<file path="config.mk">
export PLATFORM = sky130hd
export DESIGN_NAME = stream_align
export DESIGN_NICKNAME = d
export VERILOG_FILES = /design/src/rtl/stream_align_pkg.sv /design/src/rtl/align_fifo.sv /design/src/rtl/stream_align.sv
export SDC_FILE = /design/constraint.sdc
export NUM_CORES = 1
export LEC_CHECK = 0
export CORE_MARGIN = 4
export CORE_UTILIZATION = 55
export DETAILED_ROUTE_END_ITERATION = 7
export MAX_ROUTING_LAYER = met4
export PLACE_DENSITY = 0.74
export SYNTH_ARGS = -nofsm -noshare
export SYNTH_HDL_FRONTEND = slang
export SYNTH_SLANG_ARGS = --single-unit
</file>
<file path="constraint.sdc">
create_clock -name clk -period 5.7 [get_ports clk]
set_input_delay 1.425 -clock clk [delete_from_list [all_inputs] [get_ports clk]]
set_output_delay 1.425 -clock clk [all_outputs]
set_load 0.01 [all_outputs]
</file>
<file path="src/rtl/stream_align_pkg.sv">
// Shared sizing helpers and types for the stream_align receive-side aligner.
// The skew monitor is built only when STREAM_ALIGN_SKEW_MON_EN is defined.
package stream_align_pkg;

    localparam int unsigned SA_DEPTH = 16;

    function automatic int unsigned ptr_w(input int unsigned depth);
        return $clog2(depth);
    endfunction

    function automatic bit is_pow2(input int unsigned depth);
        return (depth >= 2) && ((depth & (depth - 1)) == 0);
    endfunction

    localparam bit SA_DEPTH_POW2 = is_pow2(SA_DEPTH);

    // Occupancy of a default-depth buffer, 0..SA_DEPTH inclusive.
    typedef logic [ptr_w(SA_DEPTH):0] cnt_t;

endpackage

</file>
<file path="src/rtl/align_fifo.sv">
// Register-array FIFO holding one stream while it waits for its partner.
// Push on a full buffer is accepted only when a pop happens in the same cycle.
module align_fifo
    import stream_align_pkg::*;
#(
    parameter int unsigned WIDTH = 32,
    parameter int unsigned DEPTH = SA_DEPTH,
    parameter bit          POW2  = 1'b1
) (
    input  logic                    clk,
    input  logic                    rst_n,
    input  logic                    flush_i,
    input  logic                    push_i,
    input  logic [WIDTH-1:0]        data_i,
    input  logic                    pop_i,
    output logic [WIDTH-1:0]        head_o,
    output logic [ptr_w(DEPTH):0]   count_o,
    output logic                    full_o
);

    localparam int unsigned PW = ptr_w(DEPTH);
    localparam int unsigned CW = PW + 1;

    logic [WIDTH-1:0] mem_q [DEPTH];
    logic [PW-1:0]    wr_ptr_q, wr_ptr_d;
    logic [PW-1:0]    rd_ptr_q, rd_ptr_d;
    logic [CW-1:0]    count_q, count_d;
    logic             push_ok, pop_ok;

    function automatic logic [PW-1:0] ptr_inc(input logic [PW-1:0] p);
        if (POW2) begin
            return p + 1'b1;
        end
        return (p == PW'(DEPTH - 1)) ? '0 : p + 1'b1;
    endfunction

    assign full_o  = (count_q == CW'(DEPTH));
    assign pop_ok  = pop_i && !flush_i && (count_q != '0);
    assign push_ok = push_i && !flush_i && (!full_o || pop_ok);

    always_comb begin
        // NOTE: every variable gets a default first so no path infers a latch.
        wr_ptr_d = wr_ptr_q;
        rd_ptr_d = rd_ptr_q;
        count_d  = count_q;
        if (flush_i) begin
            wr_ptr_d = '0;
            rd_ptr_d = '0;
            count_d  = '0;
        end else begin
            if (push_ok) wr_ptr_d = ptr_inc(wr_ptr_q);
            if (pop_ok)  rd_ptr_d = ptr_inc(rd_ptr_q);
            case ({push_ok, pop_ok})
                2'b10:   count_d = count_q + 1'b1;
                2'b01:   count_d = count_q - 1'b1;
                default: count_d = count_q;
            endcase
        end
    end

    // NOTE: sequential state uses non-blocking assignments so all registers update together.
    always_ff @(posedge clk or negedge rst_n) begin
        if (!rst_n) begin
            wr_ptr_q <= '0;
            rd_ptr_q <= '0;
            count_q  <= '0;
        end else begin
            wr_ptr_q <= wr_ptr_d;
            rd_ptr_q <= rd_ptr_d;
            count_q  <= count_d;
        end
    end

    // NOTE: storage is not reset; an entry is only read after it has been written.
    always_ff @(posedge clk) begin
        if (push_ok) begin
            mem_q[wr_ptr_q] <= data_i;
        end
    end

    assign head_o  = mem_q[rd_ptr_q];
    assign count_o = count_q;

endmodule

</file>
<file path="src/rtl/stream_align.sv">
// Pairs two valid-tagged streams of differing latency into time-aligned A/B samples.
// Define STREAM_ALIGN_SKEW_MON_EN to register count_a - count_b on the skew output.
module stream_align
    import stream_align_pkg::*;
#(
    parameter int unsigned WIDTH_A = 32,
    parameter int unsigned WIDTH_B = 32,
    parameter int unsigned DEPTH   = SA_DEPTH
) (
    input  logic                          clk,
    input  logic                          rst_n,
    input  logic                          flush,
    input  logic                          a_valid,
    input  logic [WIDTH_A-1:0]            a_data,
    input  logic                          b_valid,
    input  logic [WIDTH_B-1:0]            b_data,
    output logic                          out_valid,
    output logic [WIDTH_A-1:0]            out_a,
    output logic [WIDTH_B-1:0]            out_b,
    output logic                          ovf_a,
    output logic                          ovf_b,
    output logic signed [ptr_w(DEPTH)+1:0] skew
);

    localparam int unsigned CW         = ptr_w(DEPTH) + 1;
    localparam bit          DEPTH_POW2 = is_pow2(DEPTH);

    logic [CW-1:0]      count_a, count_b;
    logic               full_a, full_b;
    logic [WIDTH_A-1:0] head_a;
    logic [WIDTH_B-1:0] head_b;
    logic               pop, drop_a, drop_b;

    logic               out_valid_q, out_valid_d;
    logic [WIDTH_A-1:0] out_a_q, out_a_d;
    logic [WIDTH_B-1:0] out_b_q, out_b_d;
    logic               ovf_a_q, ovf_a_d;
    logic               ovf_b_q, ovf_b_d;

    // Pop decision looks only at registered counts, giving a two-cycle minimum latency.
    assign pop    = !flush && (count_a != '0) && (count_b != '0);
    assign drop_a = a_valid && full_a && !pop && !flush;
    assign drop_b = b_valid && full_b && !pop && !flush;

    align_fifo #(
        .WIDTH (WIDTH_A),
        .DEPTH (DEPTH),
        .POW2  (DEPTH_POW2)
    ) u_fifo_a (
        .clk     (clk),
        .rst_n   (rst_n),
        .flush_i (flush),
        .push_i  (a_valid),
        .data_i  (a_data),
        .pop_i   (pop),
        .head_o  (head_a),
        .count_o (count_a),
        .full_o  (full_a)
    );

    align_fifo #(
        .WIDTH (WIDTH_B),
        .DEPTH (DEPTH),
        .POW2  (DEPTH_POW2)
    ) u_fifo_b (
        .clk     (clk),
        .rst_n   (rst_n),
        .flush_i (flush),
        .push_i  (b_valid),
        .data_i  (b_data),
        .pop_i   (pop),
        .head_o  (head_b),
        .count_o (count_b),
        .full_o  (full_b)
    );

    always_comb begin
        out_valid_d = pop;
        out_a_d     = pop ? head_a : out_a_q;
        out_b_d     = pop ? head_b : out_b_q;
        ovf_a_d     = flush ? 1'b0 : (ovf_a_q | drop_a);
        ovf_b_d     = flush ? 1'b0 : (ovf_b_q | drop_b);
    end

    always_ff @(posedge clk or negedge rst_n) begin
        if (!rst_n) begin
            out_valid_q <= 1'b0;
            out_a_q     <= '0;
            out_b_q     <= '0;
            ovf_a_q     <= 1'b0;
            ovf_b_q     <= 1'b0;
        end else begin
            out_valid_q <= out_valid_d;
            out_a_q     <= out_a_d;
            out_b_q     <= out_b_d;
            ovf_a_q     <= ovf_a_d;
            ovf_b_q     <= ovf_b_d;
        end
    end

    assign out_valid = out_valid_q;
    assign out_a     = out_a_q;
    assign out_b     = out_b_q;
    assign ovf_a     = ovf_a_q;
    assign ovf_b     = ovf_b_q;

`ifdef STREAM_ALIGN_SKEW_MON_EN
    logic signed [CW:0] skew_q, skew_d;

    always_comb begin
        skew_d = flush ? '0 : ($signed({1'b0, count_a}) - $signed({1'b0, count_b}));
    end

    always_ff @(posedge clk or negedge rst_n) begin
        if (!rst_n) begin
            skew_q <= '0;
        end else begin
            skew_q <= skew_d;
        end
    end

    assign skew = skew_q;
`else
    assign skew = '0;
`endif

endmodule

</file>
# Yosys cells after proc, flatten, opt, wreduce, memory -nomap -nowiden
# Memories as Yosys holds them, arrays and structs flattened. A register that Yosys moved wholly into a read port is not among the register bits.
# Cells that the tools add are included.
[op_classes] muxes=34 mul=0 n_addsub=8 eq_ne=10 shift=0 n_reduce_logical=31 n_bitwise=2 n_div=0 magnitude_cmp=0
[ops] cell="4-bit two-way mux" count=16
[ops] cell="5-bit case mux with 2 select lines" count=2
[ops] cell="4-bit by 1-bit adder with 4-bit output, second input constant" count=4
[ops] cell="4-bit equality test, second input constant" count=4
[ops] cell="1-bit logical AND" count=15
[ops] cell="1-bit two-way mux" count=14
[ops] cell="5-bit by 1-bit adder with 5-bit output, second input constant" count=2
[ops] cell="5-bit equality test, second input constant" count=2
[ops] cell="5-bit two-way mux" count=2
[ops] cell="5-bit nonzero test" count=2
[ops] cell="5-bit by 1-bit subtractor with 5-bit output, second input constant" count=2
[ops] cell="2-bit nonzero test" count=4
[ops] cell="1-bit logical NOT" count=6
[ops] cell="3-bit nonzero test" count=2
[ops] cell="2-bit by 1-bit equality test with 1-bit output, second input constant" count=2
[ops] cell="2-bit equality test, second input constant" count=2
[ops] cell="1-bit logical OR" count=2
[ops] cell="1-bit OR" count=2
[word_totals] mem_bits_rw=1024 n_memories=2 latch_bits=0 romBits=0 elab_cells=96 reg_bits=29
[memory_table] name="u_fifo_a.mem_q" depth=16 width=32 read_ports=1 rd_ports_with_merged_regs=1 write_ports=1 line="align_fifo.sv:24" text="logic [WIDTH-1:0] mem_q [DEPTH];"
[memory_table] name="u_fifo_b.mem_q" depth=16 width=32 read_ports=1 rd_ports_with_merged_regs=1 write_ports=1 line="align_fifo.sv:24"

# Depth between registers and ports, before layout
# Gate-level depths: netlist of the first run.
[logic_depth] depth_word=12 mapped_depth=15 ltp_nobuf=12

# Cells and area by module
# A second synthesis of the first run with hierarchy kept.
[hier_totals] cells_unflattened=2293 area_unflattened_um2=43922.1
[modules_own_cells] mod="align_fifo (u_fifo_a)" seq_area_each_um2=15700.1 area_per_inst_um2=20581.0 instances=1 cells_each=1070
[modules_own_cells] mod="align_fifo (u_fifo_b)" seq_area_each_um2=15700.1 area_per_inst_um2=20547.2 instances=1 cells_each=1066
[modules_own_cells] mod="stream_align" seq_area_each_um2=1676.6 area_per_inst_um2=2793.9 instances=1 cells_each=157

# Worst setup path after synthesis of the first run
# No wires, ideal clock.
[synth_timing] path_type="input to register" start="input port b_valid" end="memory u_fifo_b.mem_q[10][0], enable pin" path_stages=5 setup_ns=0.461 setup_slack_ns=0.652 t_arrival_ns=4.587 path_cell_list="clkbuf_1 nand2b_1 a41oi_1 nand2_1 nor3_1"
[synth_between] elab_chain_cells=4
[synth_rtl] element="from (decl)" line="stream_align.sv:15" text="input logic b_valid,"
[synth_rtl] element="1-bit logical AND (2 in a row)" line="align_fifo.sv:39" text="assign push_ok = push_i && !flush_i && (!full_o || pop_ok);"
[synth_rtl] element="1-bit two-way mux" line="align_fifo.sv:76" text="if (push_ok) begin"
[synth_rtl] element="1-bit two-way mux (implied by the code)" line="align_fifo.sv:77" text="mem_q[wr_ptr_q] <= data_i;"
[synth_rtl] element="to (decl)" line="align_fifo.sv:24"
# No other way between the ends.

# Worst setup path in the final report of the first run
[layout_timing] start="input port flush" end="memory u_fifo_b.mem_q[12][3], enable pin"
[layout_between] elab_chain_cells=9
[layout_rtl] element="from (decl)" line="stream_align.sv:12" text="input logic flush,"
[layout_rtl] element="1-bit logical NOT *" line="align_fifo.sv:38, align_fifo.sv:39, stream_align.sv:41"
[layout_rtl] element="1-bit logical AND (2 in a row)" line="stream_align.sv:41" text="assign pop = !flush && (count_a != '0) && (count_b != '0);"
[layout_rtl] element="1-bit logical AND (2 in a row)" line="align_fifo.sv:38" text="assign pop_ok = pop_i && !flush_i && (count_q != '0);"
[layout_rtl] element="1-bit logical OR" line="align_fifo.sv:39"
[layout_rtl] element="1-bit logical AND *" line="align_fifo.sv:39"
[layout_rtl] element="1-bit two-way mux *" line="align_fifo.sv:76"
[layout_rtl] element="1-bit two-way mux (implied by the code) *" line="align_fifo.sv:77"
# Every way passes the cells marked *; elsewhere a longest branch is shown, timed or not.

==> run_results.csv, run 1 <==
group,metric,value,unit
timing,rsz0062_at_grt,"no",
power_and_ir_drop,powerDensity,413,nW/µm²
grt,antenna_found_initial,3,
timing,final_hold_viol_count,0,
critical_path,cp.required,6000,ps
critical_path,worstPathArrival,4410,ps
yosys,syn_area,42900,µm²
worst_hold_path,hold_class,"reg2reg",
placed_design,io_buffers,135,
placed_design,dp_slack,923,ps
clocking,clockBufferDepth,3,
clocking,clk_root_buffer_cell,"clkbuf_16",
critical_path,worst_path_max_delay_cell,"a41oi_1",
grt,gr-total-overflow,0,
critical_path,path_delay_family,"simple AND/OR/NAND/NOR gates",
yosys,ys.flop_type,"edfxtp_1",
finish,post-route-util,0.637,
timing,maxSlewViolCount,0,
finish,final.fill_count,5024,
critical_path,crit_fanout,20,
grt,met1_usage,0.328,
yosys,syn_avg_cell_area,22.1,µm²
finish,drive_gt1_frac,0.246,
drt,drt_first_pass_iters,5,
grt,top_usage_layer,"met2",
finish,multi_input_area,9430,µm²
clocking,post_cts_resized,0,
timing,tightestPinTransition,1150,ps
drt,finalWirelength,91.8,mm
grt,grt_use_total,0.233,
timing,tns,0,ps
grt,use_met2,0.369,
drt,route.detailed.drc,0,
drt,viasPerCell,6.24,
floorplanning,die_w,287,µm
clocking,cts_tree,"yes",
yosys,syn_inst,1942,
floorplanning,io_pins,142,
power_and_ir_drop,irDropWorstVdd,0.299,mV
timing,fin_crit_sh,0.720,
critical_path,cp_cell_sequence,"clkdlybuf4s50_1 > nand2b_1 > a41oi_1 > nand3_1 > nor2_4 > buf_4",
timing,clock_skew,61.9,ps
floorplanning,die-area,82500,µm²
clocking,cts_max_level,3,
yosys,ys_warn_count,0,
clocking,postCtsSetupRepairBufs,0,
clocking,cts.sinks,1117,
drt,antenna_left,0,
timing,fmax,244,MHz
critical_path,slowest_delay,630,ps
floorplanning,die_h,287,µm
yosys,synth_seq_cells,1117,
outcome,status,"finished clean",
floorplanning,rows,102,
clocking,cts_made_buffers,106,
drt,vias,20329,
critical_path,worstSetupPathType,"in2reg",
timing,maxSlewHeadroom,0.229,
yosys,synth_seq_area_share,0.771,
job,maxCapViolCount,0,
floorplanning,initial_utilization,0.555,
grt,grt_pass1_wl,139,mm
finish,layout.area.seq,33100,µm²
clocking,cts_hold_buffers,0,
grt,met3_usage,0.0358,
clocking,clkTransAtPathRegs,60,ps
timing,post-route-min-period,4110,ps
critical_path,cp.buffers_inverters,2,
timing,whs,497,ps
yosys,synth_edf_count,1024,
grt,grt_max_degree,69,
drt,post_drt_wl_per_cell,28.2,µm
floorplanning,design.core.area,77300,µm²
yosys,ys_types,47,
timing,finalWorstSetupSlack,1590,ps
placed_design,dp_hpwl,52.5,mm
placed_design,gp_congestion,0.826,
finish,syn_to_final_growth,14.8,%
grt,first_global_vias,21135,
yosys,ys_async_sr_fraction,0.0833,
critical_path,start_kind,"primary input",
timing,setup-violations-final,0,
power_and_ir_drop,p_leak,0.0154,µW
clocking,clock_latency,690,ps
drt,drt_iter0_drc,2078,
finish,fin_nets,2209,
critical_path,end_kind,"flop",
## metrics by stage
step                      total power, µW  instances  instance area [µm²]
after global routing                21100       3258                49300
after CTS                           20500       3255                49300
final                               20400       3258                49300
after floorplan                     12000       1947                42900
after global placement              13300       3054                45600
after detailed placement            13400       3054                45600
## state kept, by name, summed over array words and instances (netlist names)
name / flops
u_fifo_a.wr_ptr_q: 4
out_valid: 1
u_fifo_a.rd_ptr_q: 4
u_fifo_b.rd_ptr_q: 4
out_b: 32
ovf_a: 1
ovf_b: 1
u_fifo_a.count_o: 5
u_fifo_b.mem_q: 512
u_fifo_a.mem_q: 512
u_fifo_b.wr_ptr_q: 4
out_a: 32
u_fifo_b.count_o: 5
## final timing paths
kind                       slack [ps]                       startpoint  cells after the start                              end
max                              1590                            flush                      6  u_fifo_b.mem_q[12][3]$_DFFE_PP_
min                               500             out_a[0]$_DFFE_PN0P_                      2             out_a[0]$_DFFE_PN0P_
max reg2reg                      2450  u_fifo_a.count_o[1]$_DFFE_PN0P_                     12  u_fifo_b.count_o[4]$_DFFE_PN0P_
min reg2reg                       500             out_a[0]$_DFFE_PN0P_                      2             out_a[0]$_DFFE_PN0P_
max in group asynchronous        3790                            rst_n                      2            out_a[30]$_DFFE_PN0P_
min in group asynchronous         760                            rst_n                      1            out_b[17]$_DFFE_PN0P_
## layer usage
layer / up-vias / wire length [µm]
li1: 8437 / -
met1: 10858 / 37300
met2: 899 / 46300
met3: 135 / 6730
met4: 0 / 1510
met5: - / 0
## final cells by class
cell class / count / share of cell area
Sequential cell: 1117 / 0.672
Multi-Input combinational cell: 700 / 0.191
Clock buffer: 148 / 0.0606
Timing Repair Buffer: 179 / 0.0351
Tap cell: 1040 / 0.0264
Clock inverter: 53 / 0.0131
Inverter: 18 / 0.00142
Antenna cell: 3 / 0.000152
## cells in the mapped netlist, types with 2 or more instances
library cell	number	area, µm²
a21oi_1	7	35.0
nor3_1	15	75.1
nand4_1	3	18.8
inv_1	17	63.8
o221ai_1	35	307
a41oi_1	3	26.3
nand3_1	6	30.0
o21ai_0	9	45.0
xnor2_1	4	35.0
nor2_1	41	154
nand2_1	84	315
buf_4	7	52.6
and2_1	5	31.3
buf_2	38	190
buf_1	5	18.8
edfxtp_1	1024	30700
clkbuf_1	56	210
a21o_1	2	15.0
o221ai_2	29	435
dfrtp_1	93	2330
nor4_1	3	18.8
fa_1	2	40.0
and3_1	2	12.5
mux2_2	4	45.0
ha_1	16	200
xor2_1	8	70.1
or3_1	4	25.0
nand2b_1	9	56.3
mux4_2	256	5770
mux2i_1	131	1310
buf_6	6	67.6
a31oi_1	3	18.8
## worst reg2reg max path, cell delays in order, from the launching register on
cell	delay (ps)
dfrtp_1	430
nor4_4	550
and2_1	400
or3_4	210
inv_4	60
nand2b_1	110
inv_1	90
ha_1	340
nand2b_1	120
a21oi_1	130
and3_1	210
or3_1	350
a31oi_1	160
## power by group
part           total (µW)  internal (µW)  switching (µW)
clock network        7170           4140            3030
logic                3430           1680            1750
registers            9750           9320             427
## layout by cell type, fill, tap and decap left out, types with 20 or more instances in the layout
master and count:
nor2_1 25, mux2i_1 131, edfxtp_1 1024, clkinv_2 20, nand2_1 84, clkbuf_16 108
mux4_2 256, o221ai_2 29, dfrtp_1 87, clkbuf_1 27, clkdlybuf4s50_1 134, buf_4 41
o221ai_1 35
## kinds of logic (layout without fill, tap and decap cells)
kind of cell / count (synthesis) / in the layout / share of synthesized area
buf+inv: 130 / 398 / 0.0142
fa+ha+maj: 18 / 18 / 0.00560
xor+xnor: 12 / 12 / 0.00245
simple gates: 180 / 180 / 0.0189
mux: 391 / 391 / 0.166
compound gates: 93 / 93 / 0.0216
other cells: 1 / 9 / 0.0000874
flops: 1117 / 1117 / 0.771
Power figures use the tool's default switching activity.
==> run 2, diff against run 1 <==
Clock period 5.7 ns to 4 ns, I/O delays scaled along.
==> run_results.csv, run 2 (synthesis results as in run 1) <==
group,metric,value,unit
timing,maxSlewHeadroom,0.278,
critical_path,worstPathArrival,3790,ps
critical_path,start_kind,"flop",
floorplanning,rows,102,
finish,final_cell_mix,"edfxtp_1, mux4_2, clkdlybuf4s50_1",
timing,whs,493,ps
critical_path,crit_fanout,12,
timing,post-route-min-period,3220,ps
finish,drive_gt1_frac,0.253,
grt,grt_use_total,0.228,
floorplanning,die_w,287,µm
critical_path,cp.required,4570,ps
finish,reg_top3,"u_fifo_a.mem_q (512), u_fifo_b.mem_q (512)",
power_and_ir_drop,powerDensity,583,nW/µm²
drt,drt_iter0_drc,1935,
grt,use_met2,0.361,
worst_hold_path,hold_class,"reg2reg",
finish,fin_nets,2242,
critical_path,end_kind,"flop",
finish,stdcell_count,3292,
placed_design,dp_hpwl,52.2,mm
drt,antenna_left,0,
placed_design,dp_slack,293,ps
timing,finalWorstSetupSlack,779,ps
grt,antenna_found_initial,1,
finish,layout_commonest_cell,"edfxtp_1",
drt,finalWirelength,89.5,mm
critical_path,worstSetupPathType,"reg2reg",
grt,grt_max_degree,67,
timing,final_hold_viol_count,0,
clocking,cts_hold_buffers,0,
floorplanning,design.core.area,77300,µm²
clocking,cts_made_buffers,109,
drt,viasPerCell,6.17,
grt,grt_pass1_wl,136,mm
timing,setup-violations-final,0,
drt,route.detailed.drc,0,
timing,clock_skew,48.4,ps
grt,gr-total-overflow,0,
placed_design,io_buffers,135,
clocking,postCtsSetupRepairBufs,0,
floorplanning,die-area,82500,µm²
placed_design,dp_cells,3084,
outcome,status,"finished clean",
timing,fin_crit_sh,0.805,
timing,maxSlewViolCount,0,
timing,tightestPinTransition,1080,ps
placed_design,gp_congestion,0.797,
drt,drt_first_pass_iters,5,
clocking,clock_latency,690,ps
clocking,cts_max_level,3,
drt,vias,20302,
grt,top_usage_layer,"met2",
timing,fmax,310,MHz
grt,met1_usage,0.317,
floorplanning,initial_utilization,0.555,
critical_path,slowest_delay,560,ps
drt,post_drt_wl_per_cell,27.2,µm
power_and_ir_drop,irDropWorstVdd,0.546,mV
timing,rsz0062_at_grt,"no",
clocking,post_cts_resized,0,
floorplanning,io_pins,142,
floorplanning,die_h,287,µm
critical_path,worst_path_max_delay_cell,"nor4_4",
grt,met3_usage,0.0351,
clocking,clockBufferDepth,3,
clocking,cts_tree,"yes",
power_and_ir_drop,p_leak,0.0156,µW
clocking,clkTransAtPathRegs,60,ps
job,maxCapViolCount,0,
grt,first_global_vias,21383,
finish,syn_to_final_growth,15.9,%
clocking,clk_root_buffer_cell,"clkbuf_16",
clocking,cts.sinks,1117,
critical_path,cp_cell_sequence,"nor4_4 > and2_1 > or3_4 > inv_4 > nand2_1 > inv_1 > ha_1 > nor2_1 > a21oi_1 > and3_1 > or3_1 > a31oi_1",
-- run 2: changes by cell type in the layout (fill, tap and decap cells not counted), moves of 2 or more --
cell | before | now
nor3_4 | 0 | 4
clkbuf_1 | 27 | 33
buf_12 | 4 | 23
nor3_2 | 12 | 8
clkinv_1 | 9 | 14
buf_4 | 41 | 52
clkinv_2 | 20 | 18
clkbuf_8 | 13 | 9
-- run 2: path summary, 6_finish.rpt --
kind                                            startpoint                                to  slack [ps]  depth (start not counted)
max                        u_fifo_a.count_o[0]$_DFFE_PN0P_   u_fifo_a.count_o[4]$_DFFE_PN0P_         780                         12
min                                  out_b[29]$_DFFE_PN0P_             out_b[29]$_DFFE_PN0P_         490                          2
max reg2reg                u_fifo_a.count_o[0]$_DFFE_PN0P_   u_fifo_a.count_o[4]$_DFFE_PN0P_         780                         12
min reg2reg                          out_b[29]$_DFFE_PN0P_             out_b[29]$_DFFE_PN0P_         490                          2
max in group asynchronous                            rst_n  u_fifo_a.rd_ptr_q[1]$_DFFE_PN0P_        2630                          2
min in group asynchronous                            rst_n             out_b[17]$_DFFE_PN0P_         510                          1
-- run 2: stage by stage --
step / TNS, ps / utilization / total power, µW / area, µm²
final: 0 / 0.643 / 29000 / 49700
after global routing: 0 / 0.643 / 30100 / 49700
after CTS: 0 / 0.643 / 29200 / 49700
after detailed placement: 0 / 0.596 / 19100 / 46100
after global placement: 0 / 0.596 / 18900 / 46100
after floorplan: -159480 / - / 17100 / 42900
-- run 2: layer usage --
| layer | wire [µm] | part of all wire | vias to the layer above |
|---|---|---|---|
| met5 | 0 | 0 | - |
| li1 | - | - | 8499 |
| met4 | 1940 | 0.022 | 0 |
| met1 | 36100 | 0.40 | 10830 |
| met3 | 6180 | 0.069 | 134 |
| met2 | 45300 | 0.51 | 839 |
-- run 2: critical path: cells and delay by family, from the launching register on --
kind | cells | cell delay (ps)
compound gates | 2 | 240
fa+ha+maj | 1 | 320
buf+inv | 2 | 160
flops | 1 | 460
simple gates | 7 | 1940
-- run 2: area by class of cell --
class | count | area [µm²]
multi-input combinational | 700 | 9450
clock inverter | 55 | 634
inverter | 18 | 70.1
fill | 4949 | 27600
sequential | 1117 | 33100
tap | 1040 | 1300
antenna | 2 | 5.00
timing repair buffer | 209 | 2190
clock buffer | 151 | 2980
-- run 2: power breakdown --
group | total (µW) | internal [µW] | switching (µW)
sequential | 13900 | 13300 | 614
clock | 10200 | 5880 | 4270
combinational | 4930 | 2480 | 2450
